**config.mk**
```make
export PLATFORM = sky130hd
export DESIGN_NAME = barrel_shift_gen_flat
export DESIGN_NICKNAME = d
export VERILOG_FILES = /design/src/rtl/barrel_shift_gen_pkg.sv /design/src/rtl/barrel_shift_gen_if.sv /design/src/rtl/barrel_shift_gen_rotate_stage.sv /design/src/rtl/barrel_shift_gen.sv /design/src/flat_wrapper.sv
export SDC_FILE = /design/constraint.sdc
export NUM_CORES = 1
export LEC_CHECK = 0
export BUFFER_PORTS_ARGS = -buffer_cell sky130_fd_sc_hd__buf_2
export CAP_MARGIN = 10
export CORE_MARGIN = 1.5
export CORE_UTILIZATION = 35
export DETAILED_ROUTE_END_ITERATION = 8
export GPL_ROUTABILITY_DRIVEN = 0
export SYNTH_ARGS = -nofsm -noshare
export SYNTH_HDL_FRONTEND = slang
export SYNTH_SLANG_ARGS = --single-unit
```
**constraint.sdc**
```tcl
create_clock -name clk -period 1.9 [get_ports clk]
set_input_delay 0 -clock clk [delete_from_list [all_inputs] [get_ports clk]]
set_output_delay 0 -clock clk [all_outputs]
set_load 0.02 [all_outputs]
```
**src/rtl/barrel_shift_gen_pkg.sv**
```systemverilog
// Shared constants and helpers for the barrel_shift_gen rotator.
package barrel_shift_gen_pkg;

  localparam int ADDRESS_BITS_DEF = 3;

  function automatic int data_width(input int address_bits);
    return 1 << address_bits;
  endfunction

endpackage

```
**src/rtl/barrel_shift_gen_if.sv**
```systemverilog
// Data bus of the rotator: word and distance in, rotated word out.
interface barrel_shift_gen_if
  import barrel_shift_gen_pkg::*;
#(
  parameter int ADDRESS_BITS = ADDRESS_BITS_DEF
) ();

  localparam int W = data_width(ADDRESS_BITS);

  logic [W-1:0]            num;
  logic [ADDRESS_BITS-1:0] amt;
  logic [W-1:0]            shifted;

  modport master (output num, output amt, input shifted);
  modport slave  (input num, input amt, output shifted);

endinterface

```
**src/rtl/barrel_shift_gen_rotate_stage.sv**
```systemverilog
// One fixed-distance conditional rotate; passes the word through when sel is low.
module rotate_stage #(
  parameter int W    = 8,
  parameter int DIST = 1,
  parameter int LEFT = 0
) (
  input  logic [W-1:0] in,
  input  logic         sel,
  output logic [W-1:0] out
);

  logic [W-1:0] rotated;

  // DIST is always a power of two below W, so both slices are non-empty
  if (LEFT != 0) begin : g_left
    assign rotated = {in[W-DIST-1:0], in[W-1:W-DIST]};
  end else begin : g_right
    assign rotated = {in[DIST-1:0], in[W-1:DIST]};
  end

  assign out = sel ? rotated : in;

endmodule

```
**src/rtl/barrel_shift_gen.sv**
```systemverilog
// Registered barrel rotator: log2(W) combinational rotate stages, one output register.
module barrel_shift_gen
  import barrel_shift_gen_pkg::*;
#(
  parameter int ADDRESS_BITS = ADDRESS_BITS_DEF,
  parameter int LEFT         = 0
) (
  input  logic              clk,
  input  logic              rst,
  barrel_shift_gen_if.slave bus
);

  localparam int W = data_width(ADDRESS_BITS);

  logic [W-1:0] stage_data [ADDRESS_BITS+1];
  logic [W-1:0] shifted_q;

  assign stage_data[0] = bus.num;

  // stage k contributes a rotate by 2**k, selected by amt[k]
  for (genvar k = 0; k < ADDRESS_BITS; k++) begin : g_stage
    rotate_stage #(
      .W    (W),
      .DIST (1 << k),
      .LEFT (LEFT)
    ) u_rotate_stage (
      .in  (stage_data[k]),
      .sel (bus.amt[k]),
      .out (stage_data[k+1])
    );
  end

  always_ff @(posedge clk) begin
    if (rst) begin
      shifted_q <= '0;
    end else begin
      shifted_q <= stage_data[ADDRESS_BITS];
    end
  end

  assign bus.shifted = shifted_q;

endmodule

```
**src/flat_wrapper.sv**
```systemverilog
// flat-port wrapper written by rule: the top's interface ports become plain ports
module barrel_shift_gen_flat import barrel_shift_gen_pkg::*;
#(
  parameter int ADDRESS_BITS = ADDRESS_BITS_DEF,
  parameter int LEFT         = 0
)
  (clk, rst, bus_num, bus_amt, bus_shifted);
  barrel_shift_gen_if #(.ADDRESS_BITS(ADDRESS_BITS)) bus_i ();
  input  logic clk;
  input  logic rst;
  input wire logic [$bits(bus_i.num)-1:0] bus_num;
  input wire logic [$bits(bus_i.amt)-1:0] bus_amt;
  output wire logic [$bits(bus_i.shifted)-1:0] bus_shifted;
  assign bus_i.num = bus_num;
  assign bus_i.amt = bus_amt;
  assign bus_shifted = bus_i.shifted;
  barrel_shift_gen #(.ADDRESS_BITS(ADDRESS_BITS), .LEFT(LEFT)) u_core (.clk(clk), .rst(rst), .bus(bus_i));
endmodule
```
==> flow_summary.toml <==
[run_status]
status = "finished clean"

[timing]
post-route-period-util = 0.373
fin_ws_ns = 1.19
setup_viol = 0
worstMarginPinSlew_ns = 0.294
relSlewSlack = 0.804
fmax_mhz = 1410
setup_tns_ns = 0
hold_violations = 0
grt_setup_unrepaired = "no"
slew_viol_final = 0
finalCriticalPeriod_ns = 0.708

[clocking]
htree_levels = 1
cts_resized = 0
root_buffer = "clkbuf_4"
holdBufCountCts = 0
cts_tree = "built"
clockBufferDepth = 2
post_cts_buffers = 0
clkSlewWorstSetupHoldPaths_ns = 0.05
cts.sinks = 8
cts_buffers = 3

[layout]
drive_gt1_frac = 0.478
nets = 84
fillers = 150
area_growth_pct = 17.5
design_area_um2 = 604
largest_reg_flops = 8
diodes = 0

[pwr]
total_power_mw = 0.446
p_leak_nw = 0.278
powerDensity_nw_per_um2 = 739
ir_drop_mv = 0.213

[floorplanning]
rows = 13
fp.dieH_um = 41.3
die-width_um = 41.3
start_util = 0.386
dieArea_um2 = 1710
io_pins = 21
core_um2 = 1330

[synthesis]
synth.top_cell.area_share = 0.311
synthArstFlopShare = 0
syn_inst = 51
yosys_register_bits = 8
yosysTopAreaCell = "dfxtp_1"
seq_area_frac_synth = 0.311
synth.distinct_cells = 14
ys.warnings.count = 0
ys.flop_type = "dfxtp_1"
avgSynthCellArea_um2 = 10.1
ys_top_cells_by_count = "14 x o22ai_1, 8 x dfxtp_1, 8 x mux2_4, 6 x nor3_1"
synth_nets = 64
yosys-top-cells-area = "dfxtp_1 31%, mux2_4 23%, o22ai_1 17%, nor3_1 5.8%, clkbuf_8 5.4%"
synth.most_common_cell = "o22ai_1"
synth_edf_count = 0
netlist_area_um2 = 514

[critical_path]
crit_type = "flop to output pin"
cp_top_family = "flip-flops"
crit_required_ns = 1.90
cp-end-kind = "output pin"
critPathArrivalTime_ns = 0.71
path_cells = "buf_2"
cp_max_fo = 1
startpoint_type = "flop"
critPathMaxStageDelay_ns = 0.31
crit_buf_inv = 1
crit_slowest_cell = "dfxtp_1"

[route]
antenna_left = 0
vias = 463
routed_wl_um = 986
drcViolationCount = 0
drt_iter0_drc = 11
viasPerCell = 5.51
routedWlPerCell_um = 11.7
drtPass1Iterations = 4

[grt]
antenna_found_initial = 0
grt_max_degree = 9
grt_overflow = 0
grt_pass1_vias = 360
grt_pass1_wl_um = 1600
grtUsageTotal = 0.146

[placed_design]
preCtsSetupSlack_ns = 0.945
dp_hpwl_um = 796
placed_area_um2 = 582
port-buffer-count = 20

[run]
cap_violations = 0

[hold_path]
min_path_type = "primary input to flop"
[final timing paths]
| check | from | to | slack [ns] | depth (start not counted) |
|---|---|---|---|---|
| max | u_core.bus.shifted[1] | bus_shifted[1] | 1.19 | 1 |
| min | rst | u_core.bus.shifted[5] | 0.04 | 2 |
[metal layers]
metal | track usage | wire length (um)
met1 | 0.176 | 432
met2 | 0.230 | 462
met3 | 0.0160 | 77
met4 | 0.121 | 14
met5 | 0 | 0
[cell type report]
type | count | area [um^2] | area share
flip-flops and latches | 8 | 160 | 0.265
well taps | 15 | 18.8 | 0.0311
repair buffers | 20 | 100 | 0.166
multi-input cells | 38 | 303 | 0.501
clock buffers | 3 | 22.5 | 0.0373
[kinds of logic (layout without fill, tap and decap cells)]
logic type,Yosys count,after routing,synth area share
AO/OA/AOI/OAI,16,16,0.199
AND/OR/NAND/NOR,14,14,0.156
flip-flops,8,8,0.311
buffers and inverters,5,23,0.0998
multiplexers,8,8,0.234
[metrics by stage]
step	utilization	hold WS [ns]	cells
global route	0.453	0.0344	84
detailed placement	0.436	0.293	81
finish	0.453	0.0378	84
global placement	0.436	0.294	81
floorplan	-	0.257	51
CTS	0.453	0.0270	84
[cell usage in the layout (no fill, tap or decap)]
cell type   n
nand2b_1    2
o21bai_1    2
nor3_2      2
buf_2      20
dfxtp_1     8
nor3_1      6
mux2_4      8
nand2_1     1
or2_1       1
o22ai_1    14
clkbuf_4    3
nor2_1      2
[power breakdown]
group	switching, mW	internal [mW]	leakage [nW]
combinational	0.0734	0.0609	0.198
sequential	0.00279	0.184	0.0669
clock	0.0534	0.0720	0.0138
total	0.130	0.317	0.278
(Power assumes the default switching activity.)
